[src/rtl/rocstar_mcu_link_if.sv]
// Rocstar-board end of the rocstar<->MCU serial link.
// Sends one 8-bit symbol per clock: a test pattern, a single-hit time stamp, or idle.
// Decodes one 4-bit symbol per clock from the MCU and keeps link-health counters.
// Every output is registered, so each one follows its input sample by one clock.
module rocstar_mcu_link_if (
  input  logic        clk,
  input  logic        rst,
  input  logic        single,
  input  logic [5:0]  offset,
  input  logic [7:0]  testpatt,
  input  logic        do_testp,
  input  logic [3:0]  from_mcu,
  output logic [7:0]  to_mcu,
  output logic        runmode,
  output logic        sync_clk,
  output logic        save_clk,
  output logic [15:0] spword,
  output logic        pcoinc,
  output logic        dcoinc,
  output logic        ncoinc,
  output logic [15:0] badidle,
  output logic [15:0] numsingl,
  output logic [15:0] numcoinc,
  output logic [7:0]  latency
);

  typedef enum logic [0:0] {StIdle, StSpw} state_e;

  state_e      state_q, state_d;
  logic [1:0]  nib_cnt_q, nib_cnt_d;
  logic [11:0] shift_q, shift_d;

  logic [7:0]  to_mcu_q, to_mcu_d;
  logic        runmode_q, runmode_d;
  logic        sync_q, sync_d;
  logic        save_q, save_d;
  logic [15:0] spword_q, spword_d;
  logic        pcoinc_q, pcoinc_d;
  logic        dcoinc_q, dcoinc_d;
  logic        ncoinc_q, ncoinc_d;
  logic [15:0] badidle_q, badidle_d;
  logic [15:0] numsingl_q, numsingl_d;
  logic [15:0] numcoinc_q, numcoinc_d;
  logic [7:0]  latency_q, latency_d;
  logic [7:0]  timer_q, timer_d;
  logic        pending_q, pending_d;

  logic        sent;
  logic        reply;
  logic [7:0]  timer_inc;

  // Next-state for TX symbol, RX command decoder, counters and latency timer.
  always_comb begin
    state_d    = state_q;
    nib_cnt_d  = nib_cnt_q;
    shift_d    = shift_q;
    runmode_d  = runmode_q;
    spword_d   = spword_q;
    badidle_d  = badidle_q;
    numsingl_d = numsingl_q;
    numcoinc_d = numcoinc_q;
    latency_d  = latency_q;
    timer_d    = timer_q;
    pending_d  = pending_q;
    sync_d     = 1'b0;
    save_d     = 1'b0;
    pcoinc_d   = 1'b0;
    dcoinc_d   = 1'b0;
    ncoinc_d   = 1'b0;
    reply      = 1'b0;

    // Test pattern wins; a single is only sent (and counted) while running.
    sent = ~do_testp & runmode_q & single;
    if (do_testp) begin
      to_mcu_d = testpatt;
    end else if (sent) begin
      to_mcu_d = {2'b10, offset};
    end else begin
      to_mcu_d = 8'h00;
    end
    if (sent) begin
      numsingl_d = numsingl_q + 16'd1;
    end

    unique case (state_q)
      StIdle: begin
        case (from_mcu)
          4'h0: ;
          4'h1: sync_d = 1'b1;
          4'h2: save_d = 1'b1;
          4'h3: runmode_d = 1'b1;
          4'h4: runmode_d = 1'b0;
          4'h5: begin
            state_d   = StSpw;
            nib_cnt_d = 2'd0;
            shift_d   = 12'h000;
          end
          4'h8: begin
            ncoinc_d = 1'b1;
            reply    = 1'b1;
          end
          4'h9: begin
            pcoinc_d   = 1'b1;
            reply      = 1'b1;
            numcoinc_d = numcoinc_q + 16'd1;
          end
          4'hA: begin
            dcoinc_d   = 1'b1;
            reply      = 1'b1;
            numcoinc_d = numcoinc_q + 16'd1;
          end
          default: badidle_d = badidle_q + 16'd1;
        endcase
      end
      StSpw: begin
        // Payload nibbles are data only; nothing here is decoded as a command.
        shift_d   = {shift_q[7:0], from_mcu};
        nib_cnt_d = nib_cnt_q + 2'd1;
        if (nib_cnt_q == 2'd3) begin
          spword_d = {shift_q, from_mcu};
          state_d  = StIdle;
        end
      end
      default: state_d = StIdle;
    endcase

    if (sync_d) begin
      numsingl_d = 16'h0000;
      numcoinc_d = 16'h0000;
      badidle_d  = 16'h0000;
    end

    // The timer holds clocks elapsed minus one, so a reply reports timer+1.
    timer_inc = (timer_q == 8'hFF) ? 8'hFF : timer_q + 8'd1;
    if (reply && pending_q) begin
      latency_d = timer_inc;
      pending_d = 1'b0;
    end
    if (sent) begin
      timer_d   = 8'h00;
      pending_d = 1'b1;
    end else if (pending_d) begin
      timer_d = timer_inc;
    end
  end

  // State and output registers.
  always_ff @(posedge clk or negedge rst) begin
    if (!rst) begin
      state_q    <= StIdle;
      nib_cnt_q  <= 2'd0;
      shift_q    <= 12'h000;
      to_mcu_q   <= 8'h00;
      runmode_q  <= 1'b0;
      sync_q     <= 1'b0;
      save_q     <= 1'b0;
      spword_q   <= 16'h0000;
      pcoinc_q   <= 1'b0;
      dcoinc_q   <= 1'b0;
      ncoinc_q   <= 1'b0;
      badidle_q  <= 16'h0000;
      numsingl_q <= 16'h0000;
      numcoinc_q <= 16'h0000;
      latency_q  <= 8'h00;
      timer_q    <= 8'h00;
      pending_q  <= 1'b0;
    end else begin
      state_q    <= state_d;
      nib_cnt_q  <= nib_cnt_d;
      shift_q    <= shift_d;
      to_mcu_q   <= to_mcu_d;
      runmode_q  <= runmode_d;
      sync_q     <= sync_d;
      save_q     <= save_d;
      spword_q   <= spword_d;
      pcoinc_q   <= pcoinc_d;
      dcoinc_q   <= dcoinc_d;
      ncoinc_q   <= ncoinc_d;
      badidle_q  <= badidle_d;
      numsingl_q <= numsingl_d;
      numcoinc_q <= numcoinc_d;
      latency_q  <= latency_d;
      timer_q    <= timer_d;
      pending_q  <= pending_d;
    end
  end

  assign to_mcu   = to_mcu_q;
  assign runmode  = runmode_q;
  assign sync_clk = sync_q;
  assign save_clk = save_q;
  assign spword   = spword_q;
  assign pcoinc   = pcoinc_q;
  assign dcoinc   = dcoinc_q;
  assign ncoinc   = ncoinc_q;
  assign badidle  = badidle_q;
  assign numsingl = numsingl_q;
  assign numcoinc = numcoinc_q;
  assign latency  = latency_q;

endmodule

[config.mk]
export PLATFORM = sky130hd
export DESIGN_NAME = rocstar_mcu_link_if
export DESIGN_NICKNAME = d
export VERILOG_FILES = /design/src/rtl/rocstar_mcu_link_if.sv
export SDC_FILE = /design/constraint.sdc
export NUM_CORES = 1
export LEC_CHECK = 0
export ABC_AREA = 0
export CORE_MARGIN = 5
export CORE_UTILIZATION = 45
export CTS_CLUSTER_SIZE = 10
export DETAILED_ROUTE_END_ITERATION = 6
export PLACE_DENSITY_LB_ADDON = 0.08
export SLEW_MARGIN = 20
export SYNTH_ARGS = -nofsm -noshare
export SYNTH_HDL_FRONTEND = slang
export SYNTH_SLANG_ARGS = --single-unit
export TNS_END_PERCENT = 30
[constraint.sdc]
create_clock -name clk -period 1.9 [get_ports clk]
set_clock_uncertainty 0.15 [all_clocks]
set_input_delay 0.38 -clock clk [delete_from_list [all_inputs] [get_ports clk]]
set_output_delay 0.38 -clock clk [all_outputs]
set_load 0.01 [all_outputs]
==> results of run 1 <==
==> cells by family (layout without fill, tap and decap cells) <==
| group | after synthesis | after routing | synth area share (%) |
|---|---|---|---|
| AOI/OAI and AO/OA | 70 | 70 | 10.4 |
| muxes | 19 | 19 | 4.28 |
| buffers and inverters | 30 | 188 | 2.50 |
| DFF | 110 | 110 | 55.7 |
| adders and majority gates | 5 | 5 | 1.26 |
| and+or+nand+nor | 173 | 173 | 18.6 |
| xor gates and xnor gates | 41 | 41 | 7.26 |
==> cells in the mapped netlist, drive strengths merged, types with 5 or more instances <==
master and number:
dfrtp 110, nor2 53, nand2 31, xor2 22
nand3 20, a22o 19, xnor2 19, o21ai 18
a21oi 17, mux2 17, buf 15, and3 10
nand4 10, nor3 10, and4 8, clkbuf 8
inv 7, ha 5, nor4 5, or3 5
==> layout make-up <==
class,count,area [um^2]
timing repair buffer,165,1560
inverter,7,26.3
multi-input combinational,308,2130
clock buffer,13,139
sequential,110,2750
tap,140,175
clock inverter,3,21.3
fill,911,3990
==> registers in the layout, summed over array words and instances (netlist names), 2 cells and up <==
signal,flops
numcoinc,16
latency,8
to_mcu,8
spword,16
shift_q,12
numsingl,16
badidle,16
timer_q,8
nib_cnt_q,2
==> where the power goes <==
| group | total (mW) | leakage [nW] | switching (mW) | internal, mW |
|---|---|---|---|---|
| clock | 1.25 | 0.0776 | 0.774 | 0.481 |
| combinational | 2.57 | 1.89 | 1.16 | 1.41 |
| sequential | 3.26 | 1.45 | 0.385 | 2.88 |
==> metal layers <==
| layer | up-vias | part of all wire, % |
|---|---|---|
| li1 | 1888 | - |
| met4 | 0 | 1.6 |
| met5 | - | 0 |
| met1 | 1908 | 46 |
| met2 | 92 | 45 |
| met3 | 14 | 6.9 |
==> what timing repair did <==
item / CTS / global route
setup endpoints to repair: 86 / 23
gates resized for setup: 44 / 22
cloned: 2 / 0
hold endpoints to repair: 30 / 0
buffers inserted: 0 / 1
hold buffers: 1 / 0
pin swaps: 2 / 1
==> metrics by stage <==
step / instances / hold slack (ns) / setup WS (ns) / power, mW / instance area (um^2)
floorplan: 448 / -0.0656 / -0.00254 / 4.53 / 4950
global placement: 726 / 0.205 / -0.535 / 5.86 / 6570
CTS: 745 / 0.340 / 0.00226 / 7.17 / 6740
detailed placement: 726 / 0.209 / -0.561 / 5.95 / 6570
global route: 746 / 0.258 / -0.0404 / 7.58 / 6800
finish: 746 / 0.250 / 0.0636 / 7.09 / 6800
==> path summary, 6_finish.rpt <==
| kind | start | end | slack, ns | cells after the start |
|---|---|---|---|---|
| max reg2reg | badidle[3]$_DFFE_PN0P_ | badidle[15]$_DFFE_PN0P_ | 0.11 | 5 |
| max in group asynchronous | rst | runmode$_DFFE_PN0P_ | 0.63 | 3 |
| min | from_mcu[0] | ncoinc$_DFF_PN0_ | 0.25 | 3 |
| max | badidle[15]$_DFFE_PN0P_ | badidle[15] | 0.06 | 1 |
| min reg2reg | latency[1]$_DFFE_PN0P_ | latency[1]$_DFFE_PN0P_ | 0.33 | 2 |
| min in group asynchronous | rst | spword[14]$_DFFE_PN0P_ | 0.34 | 2 |
==> impl_metrics.csv, run 1 <==
group,metric,value,unit
status,outcome,"complete, no violations",
cells_and_area,layout_common_cells,"109 x dfrtp_1, 56 x clkdlybuf4s50_1, 53 x nor2_1, 50 x buf_4, 34 x dlygate4sd2_1",
die,design.core.area,10800,um^2
global_route,busiest_layer,"met2",
die,row_count,38,
die,dieArea,13200,um^2
cells_and_area,insertedDiodeCount,0,
drt,ant_nets,0,
drt,drc,0,
sta,finalSetupTns,0,ns
global_route,grt_overflow,0,
global_route,use_met2,28.0,%
global_route,gr-usage-met3,5.53,%
sta,layout_min_cycle_time,1.84,ns
sta,tightest_slew,0.456,ns
drt,wl,11.7,mm
clocking,clkLatencyLatePin,0.38,ns
cells_and_area,layout_commonest_cell,"dfrtp_1",
min_path,hold_path_class,"input port to flop",
worst_setup_path,critPathSlowestCell,"clkdlybuf4s50_1",
worst_setup_path,path_max_fanout,2,
worst_setup_path,cp.arrival,1.31,ns
die,io_pins,108,
cells_and_area,area_growth,37.5,%
clocking,cts-root-buf,"clkbuf_8",
placement,gp_congestion,0.780,
power,power_density,1040,nW/um^2
sta,finalSetupViolations,0,
worst_setup_path,crit_path_end_kind,"output port",
job,maxCapViolations,0,
die,die_w,115,um
clocking,cts_buffers,9,
drt,dr.pass1.iters,4,
synthesis,syn_nets,475,
worst_setup_path,path_class,"flop to output port",
drt,vias,3902,
sta,timing.fmax,545,MHz
cells_and_area,drive_above_1_share,18.3,%
global_route,grt_max_degree,52,
drt,post_drt_via_cell_ratio,5.23,
synthesis,synth.avg_cell_area,11.0,um^2
synthesis,synth_cells,448,
sta,period_share,96.7,%
synthesis,synth-seq-area-share,55.7,%
synthesis,syn_area,4950,um^2
die,start_util,45.8,%
worst_setup_path,critical_path_required,1.37,ns
synthesis,synth_warnings,0,
power,p_leak,3.42,nW
synthesis,synth_top_cell_by_area,"dfrtp_1",
synthesis,yosys_most_used_dff,"dfrtp_1",
synthesis,synth_edf_count,0,
worst_setup_path,crit_buf_inv,1,
power,ir_drop,604,uV
drt,wl_per_cell,15.6,um
cells_and_area,nets,628,
worst_setup_path,crit_family,"buffers and inverters",
synthesis,yosysTopAreaCellShare,55.7,%
clocking,h-tree-depth,3,
synthesis,ys_async_sr_fraction,100,%
sta,slew_headroom,69.6,%
global_route,grt_usage,18.5,%
placement,io_buffers,107,
worst_setup_path,slowest_delay,0.55,ns
synthesis,synth_cell_types,50,
global_route,grt_pass1_wl,19.5,mm
clocking,cts_tree,"built",
sta,slew_viol_final,0,
worst_setup_path,crit_chain,"clkdlybuf4s50_1",
worst_setup_path,critPathLaunchType,"flop",
cells_and_area,post-route-util,63.0,%
global_route,antenna_found_initial,0,
placement,dpl.hpwl,8.26,mm
clocking,cts.path.max_buffers,2,
global_route,grt_util_met1,25.6,%
synthesis,ys_seq_elements,110,
sta,grt_setup_unrepaired,"yes",
synthesis,synthTopCellsByArea,"dfrtp_1 56%, nor2_1 4.0%, xor2_1 3.9%, mux2_2 3.9%, a22o_1 3.4%",
global_route,grt_pass1_vias,3927,
sta,hold_violations,0,
drt,drtIter0Drc,183,
clocking,clk_pin_slew,0.09,ns
die,die_y,115,um
clocking,cts.sinks,110,
(Power assumes the default switching activity.)
==> run 2, diff against run 1 <==
--- a/config.mk
+++ b/config.mk
@@ -7,7 +7,7 @@
 export LEC_CHECK = 0
 export ABC_AREA = 0
 export CORE_MARGIN = 5
-export CORE_UTILIZATION = 45
+export CORE_UTILIZATION = 33
 export CTS_CLUSTER_SIZE = 10
 export DETAILED_ROUTE_END_ITERATION = 6
 export PLACE_DENSITY_LB_ADDON = 0.08
==> run 2 against run 1 <==
Count of clock-buffer cells in the layout decreased by 3; sequential power about the same; via count decreased by 0.87%; maximum frequency decreased by 1.2%; final cell count increased by 6.8%; power increased by 15%; highest routed layer unchanged.
==> impl_metrics.csv, run 2 (synthesis gave the netlist of run 1 again) <==
group,metric,value,unit
status,outcome,"complete, no violations",
drt,ant_nets,0,
worst_setup_path,crit_buf_inv,1,
drt,drc,0,
die,start_util,33.8,%
worst_setup_path,crit_family,"buffers and inverters",
die,io_pins,108,
power,ir_drop,519,uV
power,p_leak,3.52,nW
sta,hold_violations,0,
global_route,grt_usage,14.5,%
clocking,cts_buffers,9,
placement,io_buffers,107,
sta,finalSetupViolations,0,
worst_setup_path,cp.arrival,1.33,ns
worst_setup_path,critPathSlowestCell,"clkdlybuf4s50_1",
die,die_y,132,um
die,row_count,44,
min_path,hold_path_class,"input port to flop",
power,finalPower,8.12,mW
clocking,cts.sinks,110,
global_route,use_met2,22.1,%
global_route,grt_pass1_vias,4039,
placement,placed_cell_area,6700,um^2
sta,timing.fmax,538,MHz
cells_and_area,insertedDiodeCount,0,
global_route,busiest_layer,"met2",
worst_setup_path,path_max_fanout,4,
die,dieArea,17500,um^2
drt,wl,12.4,mm
cells_and_area,nets,635,
sta,slew_headroom,64.6,%
die,die_w,132,um
global_route,grt_util_met1,19.7,%
clocking,clkLatencyLatePin,0.35,ns
global_route,grt_pass1_wl,21.1,mm
sta,slew_viol_final,0,
drt,wl_per_cell,15.6,um
worst_setup_path,crit_chain,"clkdlybuf4s50_1",
clocking,cts.path.max_buffers,2,
global_route,grt_overflow,0,
clocking,cts_tree,"built",
cells_and_area,final_cell_area,7140,um^2
drt,post_drt_via_cell_ratio,4.85,
worst_setup_path,slowest_delay,0.57,ns
sta,layout_min_cycle_time,1.86,ns
power,power_density,1140,nW/um^2
worst_setup_path,critPathLaunchType,"flop",
sta,period_share,97.8,%
cells_and_area,layout_common_cells,"106 x dfrtp_1, 69 x clkdlybuf4s50_1, 58 x buf_4, 53 x nor2_1, 31 x nand2_1",
worst_setup_path,path_class,"flop to output port",
global_route,grt_max_degree,36,
global_route,gr-usage-met3,5.39,%
placement,dpl.hpwl,9.08,mm
cells_and_area,drive_above_1_share,20.1,%
clocking,clk_pin_slew,0.08,ns
worst_setup_path,critical_path_required,1.37,ns
worst_setup_path,crit_path_end_kind,"output port",
clocking,h-tree-depth,3,
drt,drtIter0Drc,186,
sta,finalSetupTns,0,ns
sta,tightest_slew,0.530,ns
job,maxCapViolations,0,
placement,gp_congestion,0.782,
die,design.core.area,14600,um^2
drt,dr.pass1.iters,4,
clocking,cts-root-buf,"clkbuf_16",
cells_and_area,area_growth,44.3,%
sta,grt_setup_unrepaired,"yes",
global_route,antenna_found_initial,0,
drt,vias,3868,
cells_and_area,layout_commonest_cell,"dfrtp_1",
[run 2: changes by cell type in the layout (fill, tap and decap cells not counted), moves of 4 or more]
cell             delta
buf_4               +8
clkbuf_8            -8
clkdlybuf4s50_1    +13
clkbuf_16           +9
clkbuf_1            -4
dlygate4sd2_1      -17
[run 2: layer usage]
layer,vias up,share of wire (%),routed length (um)
met3,8,6.6,824
met5,-,0,0
met1,1865,47,5830
met2,87,45,5650
met4,0,1.0,128
li1,1908,-,-
[run 2: what timing repair did]
action,4_1_cts,5_1_grt
endpoints found under the setup margin,76,51
hold endpoints to repair,32,0
hold buffers,1,0
gates resized for setup,27,27
pin swaps,2,3
setup buffers,1,1
[run 2: worst min-delay path, delay by kind of cell]
family	cells	cell delay, ns
AND/OR/NAND/NOR	1	0.05
buffers and inverters	2	0.33
[run 2: power by group]
group	switching [mW]	total [mW]	internal (mW)	leakage, nW
registers	0.401	3.29	2.88	1.45
logic	1.17	2.62	1.45	1.90
clock network	0.879	2.21	1.34	0.170
[run 2: final timing paths]
kind	start	endpoint	slack (ns)	cells past startpoint
max	numsingl[1]$_DFFE_PN0P_	numsingl[1]	0.04	1
min	from_mcu[3]	save_clk$_DFF_PN0_	0.28	3
min reg2reg	latency[4]$_DFFE_PN0P_	latency[4]$_DFFE_PN0P_	0.33	2
max reg2reg	runmode$_DFFE_PN0P_	numsingl[13]$_DFFE_PN0P_	0.08	6
max in group asynchronous	rst	numsingl[7]$_DFFE_PN0P_	0.64	3
min in group asynchronous	rst	spword[14]$_DFFE_PN0P_	0.39	2
[run 2: final cells by class]
cell class	instances	area, um^2
clock buffers	10	239
clock inverters	6	115
fillers	1376	7500
inverters	7	26.3
multi-input cells	308	2120
flip-flops and latches	110	2760
well taps	184	230
repair buffers	172	1660
[run 2: per-stage QoR]
stage                     utilization, %  setup WS, ns  std cells  hold WS [ns]
after floorplan                        -      -0.00254        448       -0.0656
after global placement              45.7        -0.580        778         0.247
after detailed placement            45.7        -0.625        778         0.252
after CTS                           48.2      -0.00663        796         0.339
after global routing                48.8       -0.0447        797         0.283
final                               48.8        0.0416        797         0.282
==> run 3, diff against run 2 <==
==> constraint.sdc (replaced) <==
create_clock -name clk -period 2 [get_ports clk]
set_clock_uncertainty 0.15 [all_clocks]
set_input_delay 0.4 -clock clk [delete_from_list [all_inputs] [get_ports clk]]
set_output_delay 0.4 -clock clk [all_outputs]
set_load 0.01 [all_outputs]
==> run 3 against run 2 <==
First-iteration DRC count is 33% higher; die area unchanged; sequential share of layout area is 0.99 points higher; count of clock-buffer cells in the layout is 1 higher; sequential power down 4%; via count up 0.93%; clock power decreased by 19%; power down 9.4%; largest cell class unchanged; global-route usage is 0.15 points lower; final cell count down 1.4%; wire length down 2.4%; cell area down 2.6%.
==> impl_metrics.csv, run 3 (synthesis gave the netlist of run 1 again) <==
group,metric,value,unit
sta,finalSetupViolations,0,
global_route,grt_max_degree,62,
power,p_leak,3.12,nW
worst_setup_path,r2r-start,"badidle[4]$_DFFE_PN0P_",
worst_setup_path,crit_family,"buffers and inverters",
placement,placed_cell_area,6580,um^2
cells_and_area,layout_common_cells,"108 x dfrtp_1, 99 x clkdlybuf4s50_1, 53 x nor2_1, 48 x buf_4, 31 x nand2_1",
sta,timing.fmax,519,MHz
min_path,hold_path_class,"flop to flop",
die,io_pins,108,
drt,post_drt_via_cell_ratio,4.97,
die,dieArea,17500,um^2
worst_setup_path,cp.arrival,1.38,ns
cells_and_area,nets,624,
power,ir_drop,373,uV
worst_setup_path,critical_path_required,1.45,ns
global_route,grt_pass1_vias,3978,
global_route,antenna_found_initial,0,
clocking,cts.sinks,110,
sta,tightest_slew,0.360,ns
drt,drtIter0Drc,248,
clocking,cts-root-buf,"clkbuf_16",
worst_setup_path,path_class,"flop to output port",
placement,numPlacedInstances,766,
sta,hold_violations,0,
die,start_util,33.8,%
worst_setup_path,crit_path_end_kind,"output port",
worst_setup_path,critPathSlowestCell,"clkdlybuf4s50_1",
drt,vias,3904,
die,die_y,132,um
placement,dpl.hpwl,8.61,mm
placement,io_buffers,107,
sta,slew_headroom,75.9,%
worst_setup_path,cp-startpoint,"badidle[0]$_DFFE_PN0P_",
drt,ant_nets,0,
drt,drc,0,
power,power_density,1060,nW/um^2
cells_and_area,register_area,2760,um^2
die,die_w,132,um
global_route,grt_pass1_wl,20.7,mm
status,outcome,"complete, no violations",
die,design.core.area,14600,um^2
cells_and_area,layout.cells.non_filler,786,
cells_and_area,drive_above_1_share,17.8,%
worst_setup_path,critPathLaunchType,"flop",
cells_and_area,insertedDiodeCount,0,
sta,finalSetupTns,0,ns
clocking,cts_buffers,9,
sta,slew_viol_final,0,
clocking,clkLatencyLatePin,0.35,ns
die,row_count,44,
cells_and_area,multi_input_area,2120,um^2
worst_setup_path,slowest_delay,0.58,ns
cells_and_area,layout_commonest_cell,"dfrtp_1",
drt,wl,12.1,mm
cells_and_area,final_cell_area,6950,um^2
sta,layout_min_cycle_time,1.93,ns
clocking,cts.path.max_buffers,2,
placement,gp_congestion,0.803,
clocking,h-tree-depth,3,
worst_setup_path,path_max_fanout,6,
global_route,grt_overflow,0,
drt,dr.pass1.iters,4,
cells_and_area,area_growth,40.6,%
clocking,cts_tree,"built",
worst_setup_path,crit_chain,"clkdlybuf4s50_1",
min_path,worstHoldStart,"latency[6]$_DFFE_PN0P_",
job,maxCapViolations,0,
drt,wl_per_cell,15.5,um
global_route,grt_usage,14.4,%
cells_and_area,fillers,1381,
sta,grt_setup_unrepaired,"yes",
worst_setup_path,crit_buf_inv,1,
sta,period_share,96.4,%
clocking,clk_pin_slew,0.07,ns
[run 3: changes by cell type in the layout (fill, tap and decap cells not counted), sizes merged]
cell,change
buf,-11
bufinv,-2
clkdlybuf4s15,-2
clkdlybuf4s50,+30
clkinv,+2
clkinvlp,-1
dlygate4sd2,-13
dlymetal6s2s,-14
[run 3: timing repair]
| action | CTS | global route |
|---|---|---|
| endpoints found under the hold margin | 110 | 0 |
| resized for setup | 7 | 11 |
| pin swaps | 2 | 0 |
| setup buffers | 3 | 0 |
| endpoints found under the setup margin | 25 | 32 |
| hold buffers | 1 | 0 |
[run 3: worst register-to-register path: cells and delay by family (launching register included)]
kind / cells / cell delay, ns
XOR/XNOR: 1 / 0.16
flip-flops: 1 / 0.43
AND/OR/NAND/NOR: 4 / 0.99
[run 3: per-layer routing]
| layer | wire, um | track usage, % |
|---|---|---|
| met1 | 5670 | 19.6 |
| met2 | 5540 | 21.8 |
| met3 | 735 | 4.25 |
| met4 | 205 | 5.37 |
| met5 | 0 | 0 |
[run 3: power breakdown]
group | total (mW) | switching, mW | leakage (nW) | internal [mW]
logic | 2.42 | 1.07 | 1.52 | 1.35
clock network | 1.79 | 0.812 | 0.144 | 0.978
registers | 3.15 | 0.406 | 1.45 | 2.74
[run 3: final timing paths]
path | slack [ns] | cells after the start | endpoint
worst max-delay path | 0.07 | 1 | badidle[0]
worst min-delay path | 0.33 | 2 | latency[6]$_DFFE_PN0P_
worst max register to register | 0.15 | 5 | badidle[15]$_DFFE_PN0P_
worst min register to register | 0.33 | 2 | latency[6]$_DFFE_PN0P_
max in group asynchronous | 0.93 | 3 | numcoinc[1]$_DFFE_PN0P_
min in group asynchronous | 0.43 | 3 | spword[14]$_DFFE_PN0P_
[run 3: metrics by stage]
step           util (%)  power (mW)  worst slack, ns  hold WS, ns
5_1_grt            47.5        7.85          -0.0230        0.358
3_3_place_gp       44.9        5.57           -0.441        0.276
3_5_place_dp       44.9        5.62           -0.489        0.271
6_report           47.5        7.36           0.0714        0.334
4_1_cts            47.2        7.48          0.00553        0.337
2_1_floorplan         -        4.31           0.0234      -0.0456
[run 3: final cells by class]
class	count	share of cell area, %
multi-input cells	308	30.4
clock inverters	5	0.828
inverters	7	0.378
repair buffers	161	22.1
flip-flops and latches	110	39.6
clock buffers	11	3.35
well taps	184	3.31
